## config.mk

```make
export PLATFORM = sky130hd
export DESIGN_NAME = uart_apb_decoder
export DESIGN_NICKNAME = d
export VERILOG_FILES = /design/src/rtl/uart_apb_decoder.sv
export SDC_FILE = /design/constraint.sdc
export NUM_CORES = 1
export LEC_CHECK = 0
export CELL_PAD_IN_SITES_DETAIL_PLACEMENT = 2
export CELL_PAD_IN_SITES_GLOBAL_PLACEMENT = 2
export CORE_MARGIN = 3
export CORE_UTILIZATION = 28
export DETAILED_ROUTE_END_ITERATION = 8
export PLACE_DENSITY_LB_ADDON = 0.1
export SYNTH_ARGS = -nofsm -noshare
export SYNTH_HDL_FRONTEND = slang
export SYNTH_SLANG_ARGS = --single-unit
```

## constraint.sdc

```tcl
create_clock -name clk -period 2.8 [get_ports clk]
set_clock_uncertainty 0.1 [all_clocks]
set_input_delay 0.42 -clock clk [delete_from_list [all_inputs] [get_ports clk]]
set_output_delay 0.42 -clock clk [all_outputs]
set_load 0.1 [all_outputs]
```

## src/rtl/uart_apb_decoder.sv

```systemverilog
// uart_apb_decoder: registered APB slave decoder for the UART register bank.
// Optional access timeout: define UART_APB_TIMEOUT_EN.
module uart_apb_decoder #(
  parameter int NUM_REGS    = 4,
  parameter int ADDR_W      = 10,
  parameter int WAIT_CYCLES = 1,
  parameter int TIMEOUT     = 16
) (
  input  logic                clk,
  input  logic                rst,
  input  logic                sel,
  input  logic                enable,
  input  logic                write,
  input  logic [ADDR_W-1:0]   addr,
  input  logic [NUM_REGS-1:0] reg_busy,
  output logic [NUM_REGS-1:0] sel_reg,
  output logic                wr_stb,
  output logic                rd_stb,
  output logic                ready,
  output logic                slverr
);

  localparam int IDX_W = (NUM_REGS > 1) ? $clog2(NUM_REGS) : 1;

  typedef enum logic [1:0] {
    IDLE,
    ACCESS,
    DONE
  } state_t;

  state_t              state_q, state_d;
  logic [3:0]          wcnt_q, wcnt_d;
  logic                wr_q, wr_d;
  logic [NUM_REGS-1:0] sel_reg_d;
  logic                ready_d;
  logic                slverr_d;
  logic                wr_stb_d;
  logic                rd_stb_d;
  logic                start;
  logic                setup;
  logic                hit_now;
  logic                hit_q;
  logic                busy_sel;
  logic [31:0]         addr_ext;
  logic [NUM_REGS-1:0] dec;

  assign setup    = sel & ~enable;
  assign addr_ext = 32'(addr);
  assign hit_now  = addr_ext < 32'(NUM_REGS);
  assign dec      = NUM_REGS'(1) << addr[IDX_W-1:0];
  // The held one-hot select doubles as the latched hit flag and index
  assign hit_q    = |sel_reg;
  assign busy_sel = |(reg_busy & sel_reg);

`ifdef UART_APB_TIMEOUT_EN
  localparam int TCNT_W = $clog2(TIMEOUT + 1);

  logic [TCNT_W-1:0] tcnt_q, tcnt_d;

  // Count access cycles from entry, saturating; cleared outside ACCESS
  always_comb begin
    tcnt_d = '0;
    if (state_q == ACCESS && tcnt_q != '1)
      tcnt_d = tcnt_q + 1'b1;
  end

  // Access-cycle counter register
  always_ff @(posedge clk or negedge rst) begin
    if (!rst) tcnt_q <= '0;
    else      tcnt_q <= tcnt_d;
  end
`endif

  // Next-state and next-output logic
  always_comb begin
    state_d   = state_q;
    sel_reg_d = sel_reg;
    wr_d      = wr_q;
    wcnt_d    = wcnt_q;
    ready_d   = ready;
    slverr_d  = 1'b0;
    wr_stb_d  = 1'b0;
    rd_stb_d  = 1'b0;
    start     = 1'b0;
    unique case (state_q)
      IDLE: begin
        ready_d = 1'b1;
        start   = setup;
      end
      ACCESS: begin
        if (!sel) begin
          state_d   = IDLE;
          sel_reg_d = '0;
          ready_d   = 1'b1;
        end else if (wcnt_q != 4'd0) begin
          wcnt_d = wcnt_q - 4'd1;
        end else if (!hit_q || !busy_sel) begin
          state_d  = DONE;
          ready_d  = 1'b1;
          slverr_d = ~hit_q;
          wr_stb_d = hit_q & wr_q;
          rd_stb_d = hit_q & ~wr_q;
        end
`ifdef UART_APB_TIMEOUT_EN
        else if (tcnt_q >= TCNT_W'(TIMEOUT - 1)) begin
          state_d  = DONE;
          ready_d  = 1'b1;
          slverr_d = 1'b1;
        end
`endif
      end
      DONE: begin
        start = setup;
        if (!setup) begin
          state_d   = IDLE;
          sel_reg_d = '0;
          ready_d   = 1'b1;
        end
      end
      default: begin
        state_d   = IDLE;
        sel_reg_d = '0;
      end
    endcase
    if (start) begin
      state_d   = ACCESS;
      sel_reg_d = hit_now ? dec : '0;
      wr_d      = write;
      wcnt_d    = 4'(WAIT_CYCLES);
      ready_d   = 1'b0;
    end
  end

  // State and registered outputs
  always_ff @(posedge clk or negedge rst) begin
    if (!rst) begin
      state_q <= IDLE;
      wcnt_q  <= 4'd0;
      wr_q    <= 1'b0;
      sel_reg <= '0;
      ready   <= 1'b0;
      slverr  <= 1'b0;
      wr_stb  <= 1'b0;
      rd_stb  <= 1'b0;
    end else begin
      state_q <= state_d;
      wcnt_q  <= wcnt_d;
      wr_q    <= wr_d;
      sel_reg <= sel_reg_d;
      ready   <= ready_d;
      slverr  <= slverr_d;
      wr_stb  <= wr_stb_d;
      rd_stb  <= rd_stb_d;
    end
  end

endmodule

```

Word-level counts from Yosys, hierarchy flattened
Index checks and enable logic that the tools add are counted.
{"block": "totals", "regBits": 15, "output_inout_bits": 8, "word_cells": 75}
{"block": "op_classes", "add_sub_neg": 1, "magnitude_cmp": 1, "n_eq_ne": 7, "n_shift": 1, "muxes": 34, "n_bitwise": 7, "reduce_logical": 16}
{"op": "2-to-1 mux 4 bit", "n": 8}
{"op": "2-to-1 mux 1 bit", "n": 18}
{"op": "case mux 4 bit (3 select lines)", "n": 1}
{"op": "less-than comparator 10 x 3 -> 1 bit, second input constant", "n": 1}
{"op": "2-to-1 mux 2 bit", "n": 5}
{"op": "!= test 4 bit, second input constant", "n": 2}
{"op": "AND reduction 4 bit", "n": 2}
{"op": "nonzero test 4 bit", "n": 2}
{"op": "OR reduction 4 bit", "n": 2}
{"op": "!= test 3 bit, second input constant", "n": 2}
{"op": "case mux 2 bit (3 select lines)", "n": 1}
{"op": "AND reduction 3 bit", "n": 2}
{"op": "nonzero test 2 bit", "n": 3}
{"op": "AND 4 bit", "n": 1}
{"op": "left shift 1 x 2 -> 4 bit, first input constant", "n": 1}
{"op": "subtractor 4 x 1 -> 4 bit, second input constant", "n": 1}
{"op": "AND 1 bit", "n": 3}
{"op": "NOT 1 bit", "n": 3}
{"op": "case mux 1 bit (3 select lines)", "n": 1}
{"op": "== test 2 x 1 -> 1 bit, second input constant", "n": 1}
{"op": "== test 2 bit, second input constant", "n": 1}
{"op": "logical NOT 1 bit", "n": 2}
{"op": "logical NOT 2 bit", "n": 1}
{"op": "!= test 2 bit, second input constant", "n": 1}
{"op": "other kinds (2)", "n": 2}

Longest topological paths before layout
Gate-level depths: netlist of run 1.
{"block": "depth", "ltp_word": 9, "depth_mapped": 5, "depth_no_buf": 5}

Worst setup path after synthesis of run 1
No wires, ideal clock.
{"block": "synth_path", "path_kind": "register to register", "start": "register sel_reg[2]", "end": "register ready", "setup_time_ns": 0.126, "t_arrival_ns": 1.757, "t_required_ns": 2.574, "setup_slack_ns": 0.816, "stages_incl_launch_ff": 4, "n_path_buf": 0, "path_cell_list": "dfrtp_1 > a22oi_1 > and3_1 > o311a_1"}
{"block": "synth_between", "elab_chain_len": 6, "elab_cells_between_ends": 8, "classes_between": "eq/ne: 1; bitwise: 1; reduce/logical: 6"}
{"element": "start, declared", "line": "16", "text": "output logic [NUM_REGS-1:0] sel_reg,"}
{"element": "start signal, assigned", "line": "149", "text": "sel_reg <= sel_reg_d;"}
{"element": "AND 4 bit", "line": "53", "text": "assign busy_sel = |(reg_busy & sel_reg);"}
{"element": "OR reduction 4 bit", "line": "53"}
{"element": "logical NOT 1 bit", "line": "97", "text": "end else if (!hit_q || !busy_sel) begin"}
{"element": "logical OR 1 bit (*)", "line": "97"}
{"element": "!= test 4 bit (no line) (*)"}
{"element": "AND reduction 4 bit (no line) (*)"}
{"element": "end signal, assigned", "line": "150", "text": "ready <= ready_d;"}
{"element": "end, declared", "line": "19", "text": "output logic ready,"}
Mark *: on every way between the ends. The rest lies on a longest branch, timed or not.
A chain may end at the register's enable or synchronous reset.

Worst setup path after layout of run 1
{"block": "layout_path", "start": "register wcnt_q[0]", "end": "register ready"}
{"block": "layout_between", "elab_chain_len": 3}
{"element": "start, declared", "line": "32", "text": "logic [3:0] wcnt_q, wcnt_d;"}
{"element": "start signal, assigned", "line": "147", "text": "wcnt_q <= wcnt_d;"}
{"element": "nonzero test 4 bit", "line": "95", "text": "end else if (wcnt_q != 4'd0) begin"}
{"element": "!= test 4 bit (no line)"}
{"element": "AND reduction 4 bit (no line)"}
Every way passes these cells.

==> results of run 1 <==
[synthesized netlist by cell type, types with 2 or more instances]
cell type,number,share of area (%)
nor3b_1,2,2.0
o2bb2ai_1,4,4.7
nor2b_1,2,1.7
or3_1,2,1.7
nor4_1,3,2.5
dfrtp_1,15,50
inv_1,5,2.5
a22oi_1,2,2.0
nor3_1,3,2.0
nand2_1,5,2.5
ha_1,2,3.3
o21ai_0,3,2.0
mux2i_1,2,2.7
[worst max-delay path, cell delays in order, from the launching register on]
cell,delay (ns)
dfrtp_1,0.41
inv_1,0.12
ha_1,0.17
nor3b_4,0.42
and3_1,0.26
o311a_1,0.16
[where the power goes]
part | switching, mW | total, mW | internal [mW]
registers | 0.0472 | 0.304 | 0.257
logic | 0.133 | 0.240 | 0.107
clock network | 0.0758 | 0.129 | 0.0530
total | 0.256 | 0.673 | 0.417
[routing by layer]
metal	share of wire, %	vias up
met4	1.0	0
met3	4.3	4
met5	0	-
met2	50	17
li1	-	305
met1	45	320
[final cells by class]
type / count / area [um2] / share of cell area, %
Tap cell: 30 / 37.5 / 3.56
Multi-Input combinational cell: 45 / 354 / 33.6
Timing Repair Buffer: 26 / 240 / 22.8
Clock buffer: 3 / 22.5 / 2.14
Sequential cell: 15 / 375 / 35.6
Clock inverter: 1 / 5.00 / 0.475
Inverter: 5 / 18.8 / 1.78
[kinds of logic after synthesis]
group,after synthesis,synth area share [%]
AND/OR/NAND/NOR,28,27.9
AO/OA/AOI/OAI,13,13.1
adder cells (fa/ha/maj),2,3.32
flip-flops,15,49.8
multiplexers,2,2.66
buffers and inverters,6,3.16
[per-stage QoR]
| step | setup WS, ns | instance area (um2) | hold slack [ns] |
|---|---|---|---|
| floorplan | 0.816 | 753 | 0.0244 |
| global placement | 0.922 | 1030 | 0.367 |
| detailed placement | 0.848 | 1030 | 0.365 |
| CTS | 1.08 | 1050 | 0.380 |
| global route | 0.895 | 1050 | 0.406 |
| finish | 1.10 | 1050 | 0.373 |
[how the worst max path moves through the flow]
stage	slack, ns	start	to
after floorplan	0.82	sel_reg[2]$_DFFE_PN0P_	ready$_DFFE_PN0P_
after global placement	0.92	sel	wcnt_q[1]$_DFFE_PN0P_
after detailed placement	0.85	sel	wcnt_q[1]$_DFFE_PN0P_
after CTS	1.08	wcnt_q[0]$_DFFE_PN0P_	ready$_DFFE_PN0P_
after global routing	0.90	wcnt_q[0]$_DFFE_PN0P_	wr_stb$_DFF_PN0_
final	1.10	wcnt_q[0]$_DFFE_PN0P_	ready$_DFFE_PN0P_
==> metrics.cfg, run 1 <==
[worst_setup_path]
critPathKind=flop to flop
reg2reg_setup_slack_ns=1.10
r2r-end=ready$_DFFE_PN0P_
path_max_fanout=9
r2r_cells=5
timing.rr.start=wcnt_q[0]$_DFFE_PN0P_
endpoint_kind=flop
worstPathRequired_ns=2.92
arrival_ns=1.82
critical_path.startpoint_type=flop

[floorplanning]
fp.dieW_um=57.9
start_util_pct=29.9
row_count=18
die_area_um2=3350
coreArea_um2=2520
ios=27
die_h_um=57.9

[synthesis]
synthCells=66
syn_area_um2=753
ys_types=29
ys_ff_latch=15
syn-mean-instance-area_um2=11.4
ys.flop_type=dfrtp_1
synth_edf_count=0
yosys_warnings=0
yosysSeqAreaShare_pct=49.8
async_flop_share_pct=100
synth_fp_nets=87

[cts]
cts_inserted_buffers=3
cts_tree=yes
cts.path.max_buffers=2
cts_resized=0
clkTransAtPathRegs_ns=0.10
cts.sinks=15
hold_buffers=0
cts_root_buf=clkbuf_4
post_cts_buffers=0
htree_levels=1
clock_latency_ns=0.28

[finish]
utilization_pct=41.8
antenna_cells=0
fill_cells=286
syn_to_final_growth_pct=39.9
final_cell_count_no_fill=125
final_nets=117
final_cell_mix=clkdlybuf4s50_1, dfrtp_1, buf_4, inv_1, nand2_1
drive_gt1_share_pct=16.8
final_common_cell=clkdlybuf4s50_1

[global_routing]
grt_antenna_before_repair=0
use_met2_pct=22.4
use_met1_pct=16.8
grt_pass1_wl_mm=3.35
grt_pass1_vias=691
grt_max_degree=16
grt_usage_pct=13.3
top_usage_layer=met2
met3_usage_pct=2.67
overflow=0

[sta]
final.setup.tns_ns=0
period_share_pct=60.6
rsz0062_at_grt=false
worst_pin_slew_ns=0.726
drv_slew=0
hold_viol_final=0
setup_viol=0
fmax_mhz=590
slew_headroom_pct=51.5
period_needed_ns=1.70

[drt]
avgRoutedWirePerCell_um=16.4
drt_iter0_markers=16
vias=646
drt-pass1-iter-count=2
wl_mm=2.05
drc=0
viasPerCell=5.17
ant_nets=0

[place]
placed_cells=121
portBuffers=26
place_hpwl_mm=1.60
place.gp.congestion=0.703

[run_status]
status=complete, no violations

[hold_path]
min-delay-start=wr_q$_DFFE_PN0P_
hold_path.class=flop to flop
hold_depth=1
hold_end=rd_stb$_DFF_PN0_

[job]
drv_cap=0

[power_and_ir_drop]
p_total_mw=0.673
pwr_density_cell_nw_per_um2=639
p_leak_nw=0.460
ir_drop_mv=0.331

Power figures use the tool's default switching activity.
==> run 2: changes to the inputs <==
--- a/config.mk
+++ b/config.mk
@@ -8,7 +8,7 @@
 export CELL_PAD_IN_SITES_DETAIL_PLACEMENT = 2
 export CELL_PAD_IN_SITES_GLOBAL_PLACEMENT = 2
 export CORE_MARGIN = 3
-export CORE_UTILIZATION = 28
+export CORE_UTILIZATION = 24
 export DETAILED_ROUTE_END_ITERATION = 8
 export PLACE_DENSITY_LB_ADDON = 0.1
 export SYNTH_ARGS = -nofsm -noshare
==> constraint.sdc (replaced) <==
create_clock -name clk -period 1.35 [get_ports clk]
set_clock_uncertainty 0.1 [all_clocks]
set_input_delay 0.2025 -clock clk [delete_from_list [all_inputs] [get_ports clk]]
set_output_delay 0.2025 -clock clk [all_outputs]
set_load 0.1 [all_outputs]
==> run 2 against run 1 <==
Compared with the run above: the flow now finishes with violations (negative setup slack); die area up 15%; first-iteration DRC count unchanged; clock power up 100%; total power rose to 3.0 times the previous value; fmax up 7.2%; global-route usage up 2.0 points; final cell count up 34%; via count up 18%; critical endpoint is now wr_stb$_DFF_PN0_; largest cell class is now buffers.
==> metrics.cfg, run 2 (same netlist as run 1, synthesis figures left out) <==
[global_routing]
grt_pass1_vias=895  ; +30%
grt_antenna_before_repair=0  ; unchanged
grt_max_degree=16  ; unchanged
grt_usage_pct=15.3  ; +2.0 points
overflow=0  ; unchanged
grt_pass1_wl_mm=4.25  ; +27%

[sta]
setup_ws_ns=-0.232  ; -1.34 ns
hold_viol_final=0  ; unchanged
period_needed_ns=1.58  ; -0.114 ns
slew_headroom_pct=76.6  ; +25 points
worst_pin_slew_ns=0.348  ; -0.378 ns
drv_slew=0  ; unchanged
rsz0062_at_grt=true
period_share_pct=117  ; +57 points
setup_viol=17  ; +17
fmax_mhz=632  ; +7.2%

[drt]
drc=0  ; unchanged
drt_iter0_markers=16  ; unchanged
viasPerCell=4.56  ; -12%
drt-pass1-iter-count=3  ; +1
vias=761  ; +18%
wl_mm=2.59  ; +26%
ant_nets=0  ; unchanged
avgRoutedWirePerCell_um=15.5  ; -5.6%

[worst_setup_path]
path_max_fanout=3  ; -6
arrival_ns=1.68  ; -0.14 ns
r2r_cells=7  ; +2
endpoint_kind=flop
crit_start=wcnt_q[1]$_DFFE_PN0P_
timing.rr.start=wcnt_q[1]$_DFFE_PN0P_
critical_path.startpoint_type=flop
worstPathRequired_ns=1.44  ; -1.48 ns
critPathKind=flop to flop

[power_and_ir_drop]
ir_drop_mv=0.526  ; +59%
pwr_density_cell_nw_per_um2=1300  ; +100%
p_total_mw=2.01  ; +200%
p_leak_nw=0.657  ; +43%

[cts]
cts.sinks=15  ; unchanged
htree_levels=1  ; unchanged
cts_root_buf=clkbuf_4
clock_latency_ns=0.28  ; about the same
cts_tree=yes
hold_buffers=0  ; unchanged
cts_inserted_buffers=3  ; unchanged
clkTransAtPathRegs_ns=0.09  ; about the same
cts.path.max_buffers=2  ; unchanged

[finish]
final_cell_count_no_fill=167  ; +34%
seqCellArea_um2=390  ; +4.0%
final_cell_mix=buf_4, clkdlybuf4s50_1, dfrtp_1, buf_12, buf_6
utilization_pct=53.7  ; +12 points
syn_to_final_growth_pct=105
final_nets=147  ; +26%
antenna_cells=0  ; unchanged
fin_area_um2=1540  ; +47%
drive_gt1_share_pct=52.0  ; +35 points
final_common_cell=buf_4
multi_input_area_um2=468  ; +32%
fill_cells=283  ; -1.0%

[place]
pre_cts_ws_ns=-0.331  ; -1.18 ns
placed_cells=155  ; +28%
portBuffers=26  ; unchanged
place.gp.congestion=0.692  ; -1.5%
place_hpwl_mm=1.90  ; +19%
place_area_um2=1340  ; +31%

[job]
drv_cap=0  ; unchanged

[floorplanning]
row_count=19  ; +1
die_area_um2=3850  ; +15%
ios=27  ; unchanged
fp.dieW_um=62.0  ; +7.2%
coreArea_um2=2880  ; +14%
die_h_um=62.0  ; +7.2%
start_util_pct=26.2  ; -3.7 points

[run_status]
status=complete, but fails checks
violations=negative setup slack

[hold_path]
hold_path.class=input pin to async pin

run 2: cell types whose count changed in the layout (fill, tap and decap cells not counted), sizes merged:
cell	change
clkinv	-1
clkbuf	+1
buf	+30
run 2: area by class of cell:
class	instances	share of cell area, %
multi-input cells	45	30.3
clock buffers	4	1.70
inverters	5	1.22
flip-flops and latches	15	25.3
well taps	42	3.40
repair buffers	56	38.1
run 2: path summary, 6_finish.rpt:
| kind | slack [ns] | end |
|---|---|---|
| worst min-delay path | 0.14 | ready$_DFFE_PN0P_ |
| worst max-delay path | -0.23 | wr_stb$_DFF_PN0_ |
| worst min register to register | 0.40 | rd_stb$_DFF_PN0_ |
| min in group clk | 0.37 | wr_q$_DFFE_PN0P_ |
| worst max register to register | -0.23 | wr_stb$_DFF_PN0_ |
| max in group asynchronous | 0.81 | sel_reg[2]$_DFFE_PN0P_ |
run 2: worst max-delay path: stages (launching register included):
cell and delay [ns]:
dfrtp_1 0.41, inv_2 0.08, ha_4 0.12, nor3b_4 0.20
buf_6 0.14, buf_4 0.11, nand4b_4 0.11, nor3b_2 0.23
run 2: per-stage QoR:
stage / TNS (ns) / hold slack (ns)
floorplan: -0.395 / -0.193
global placement: -3.03 / 0.371
detailed placement: -3.59 / 0.380
CTS: -1.37 / 0.141
global route: -2.95 / 0.135
finish: -1.68 / 0.141
run 2: routing by layer:
metal / track usage (%) / routed length (um)
met5: 0 / 0
met1: 18.3 / 1060
met4: 3.64 / 22
met2: 26.6 / 1400
met3: 4.55 / 102
run 2: what timing repair did:
action / in CTS / in global routing
endpoints found under the hold margin: 0 / 0
resized for setup: 15 / 9
buffers inserted: 6 / 3
cloned: 0 / 0
endpoints found under the setup margin: 16 / 17
pin swaps: 11 / 4
run 2: report_power, final:
part	total, mW	internal [mW]	switching (mW)
combinational	1.14	0.633	0.503
clock	0.259	0.115	0.144
sequential	0.620	0.533	0.0869
==> run 3: changes to the inputs <==
--- a/config.mk
+++ b/config.mk
@@ -10,6 +10,7 @@
 export CORE_MARGIN = 3
 export CORE_UTILIZATION = 24
 export DETAILED_ROUTE_END_ITERATION = 8
+export GPL_TIMING_DRIVEN = 0
 export PLACE_DENSITY_LB_ADDON = 0.1
 export SYNTH_ARGS = -nofsm -noshare
 export SYNTH_HDL_FRONTEND = slang
==> run 3 against run 2 <==
Compared with the run above: largest power group unchanged; final cell count fell by 13%; critical endpoint is now wcnt_q[0]$_DFFE_PN0P_; highest routed layer unchanged; setup slack better by 0.049 ns; largest cell class is now multi-input combinational cells; combinational power shrank 31%; the flow still finishes with violations (negative setup slack).
==> metrics.cfg, run 3 (same netlist as run 1, synthesis figures left out) <==
[worst_setup_path]
reg2reg_setup_slack_ns=-0.18  ; +0.05 ns
r2r-end=wcnt_q[0]$_DFFE_PN0P_
slowest_delay_ns=0.38  ; -0.03 ns
timing.rr.start=wcnt_q[1]$_DFFE_PN0P_
r2r_cells=6  ; -1
path_max_fanout=6  ; +3
worstPathRequired_ns=1.48  ; +0.04 ns
crit_slowest_cell=dfrtp_1
arrival_ns=1.66  ; -0.02 ns
crit_chain=inv_2, ha_4, nor3b_4, buf_6, or3_1, a32oi_1
critPathKind=flop to flop
critical_path.startpoint_type=flop
endpoint_kind=flop

[sta]
setup_viol=10  ; -7
slew_headroom_pct=53.4  ; -23 points
worst_pin_slew_ns=0.697  ; +0.349 ns
hold_viol_final=0  ; unchanged
drv_slew=0  ; unchanged
period_needed_ns=1.53  ; -0.0490 ns
setup_ws_ns=-0.183  ; +0.0490 ns
period_share_pct=114  ; -3.6 points
fmax_mhz=652  ; +3.2%
rsz0062_at_grt=true

[hold_path]
hold_path.class=input pin to async pin

[cts]
htree_levels=1  ; unchanged
cts_inserted_buffers=3  ; unchanged
cts.sinks=15  ; unchanged
cts_root_buf=clkbuf_4
clock_latency_ns=0.30  ; +0.02 ns
cts.path.max_buffers=2  ; unchanged
cts_tree=yes
clkTransAtPathRegs_ns=0.10  ; about the same

[drt]
drt-pass1-iter-count=2  ; -1
ant_nets=0  ; unchanged
viasPerCell=4.75  ; +4.3%
drt_iter0_markers=6  ; -10
route.met3.wl_um=115  ; +13%
wl_mm=2.28  ; -12%
drc=0  ; unchanged
avgRoutedWirePerCell_um=15.6  ; +0.98%
wl_met2_mm=1.16  ; -17%
vias=694  ; -8.8%
top_layer=met4
m1WireLength_um=947  ; -11%

[global_routing]
overflow=0  ; unchanged
grt_max_degree=16  ; unchanged
grt_pass1_vias=756  ; -16%
grt_usage_pct=13.7  ; -1.6 points
grt_antenna_before_repair=0  ; unchanged
grt_pass1_wl_mm=3.57  ; -16%

[finish]
final_common_cell=clkdlybuf4s50_1
seqCellArea_um2=392  ; +0.32%
antenna_cells=0  ; unchanged
final_nets=126  ; -14%
drive_gt1_share_pct=41.3  ; -11 points
final_cell_mix=clkdlybuf4s50_1, buf_4, dfrtp_1, nand2_1
fin_area_um2=1260  ; -18%
fill_cells=299  ; +5.7%
multi_input_area_um2=425  ; -9.1%
syn_to_final_growth_pct=67.3

[power_and_ir_drop]
pwr_density_cell_nw_per_um2=1340  ; +2.7%
p_leak_nw=0.525  ; -20%
ir_drop_mv=0.438  ; -17%

[floorplanning]
row_count=19  ; unchanged
die_h_um=62.0  ; unchanged
ios=27  ; unchanged
die_area_um2=3850  ; unchanged
fp.dieW_um=62.0  ; unchanged
start_util_pct=26.2  ; unchanged
coreArea_um2=2880  ; unchanged

[place]
place_area_um2=1100  ; -18%
pre_cts_ws_ns=-0.515  ; -0.183 ns
place_hpwl_mm=1.65  ; -13%
place.gp.congestion=0.669  ; -3.4%
portBuffers=26  ; unchanged

[run_status]
status=complete, but fails checks
violations=negative setup slack

[job]
drv_cap=0  ; unchanged

-- run 3: changes by cell type in the layout (fill, tap and decap cells not counted), sizes merged --
cell | previous run | this run
clkinv | 0 | 1
clkbuf | 4 | 3
buf | 38 | 17
dlygate4sd2 | 0 | 1
clkdlybuf4s50 | 18 | 17
-- run 3: layout make-up --
| cell class | instances | area share, % |
|---|---|---|
| clock inverters | 1 | 0.397 |
| well taps | 42 | 4.17 |
| multi-input cells | 45 | 33.8 |
| clock buffers | 3 | 1.79 |
| repair buffers | 34 | 26.4 |
| inverters | 5 | 1.49 |
| flip-flops and latches | 15 | 31.1 |
| plain buffers | 1 | 0.894 |
-- run 3: what timing repair did --
item / in CTS / in global routing
pin swaps: 2 / 5
resized for setup: 65 / 8
hold buffers: 0 / 0
endpoints found under the setup margin: 23 / 17
buffers inserted: 8 / 0
-- run 3: stage by stage --
stage / hold WS, ns / TNS (ns) / cells / utilization [%] / total power [mW]
floorplan: -0.193 / -0.395 / 66 / - / 0.980
global placement: 0.358 / -8.12 / 134 / 38.3 / 1.15
detailed placement: 0.355 / -8.57 / 134 / 38.3 / 1.18
CTS: 0.233 / -1.01 / 146 / 43.0 / 1.69
global route: 0.246 / -2.03 / 146 / 43.8 / 1.82
finish: 0.209 / -0.963 / 146 / 43.8 / 1.69
-- run 3: how the worst max path moves through the flow --
stage                            endpoint  slack, ns                    from  cells after the start
floorplan               ready$_DFFE_PN0P_      -0.11  sel_reg[0]$_DFFE_PN0P_                      3
global placement               sel_reg[2]      -0.51  sel_reg[2]$_DFFE_PN0P_                      1
detailed placement             sel_reg[1]      -0.51  sel_reg[1]$_DFFE_PN0P_                      1
CTS                 wcnt_q[0]$_DFFE_PN0P_      -0.20   wcnt_q[1]$_DFFE_PN0P_                      6
global route        wcnt_q[0]$_DFFE_PN0P_      -0.32   wcnt_q[0]$_DFFE_PN0P_                      6
finish              wcnt_q[0]$_DFFE_PN0P_      -0.18   wcnt_q[1]$_DFFE_PN0P_                      6
-- run 3: worst max-delay path, delay by kind of cell, from the launching register on --
family,cells,cell delay (ns)
compound gates,1,0.17
buf+inv,2,0.20
simple gates,2,0.45
flops,1,0.38
fa+ha+maj,1,0.15
-- run 3: routing by layer --
layer  vias up  GRT usage [%]
met4         0           9.09
met3         4           3.93
met2        20           21.3
li1        325              -
met5         -              0
met1       345           16.3
-- run 3: power by group --
part           leakage (nW)  internal [mW]  switching, mW  total (mW)
Combinational         0.319          0.407          0.378       0.785
Sequential            0.188          0.534         0.0913       0.625
Clock                0.0177          0.111          0.166       0.277
Total                 0.525           1.05          0.635        1.69
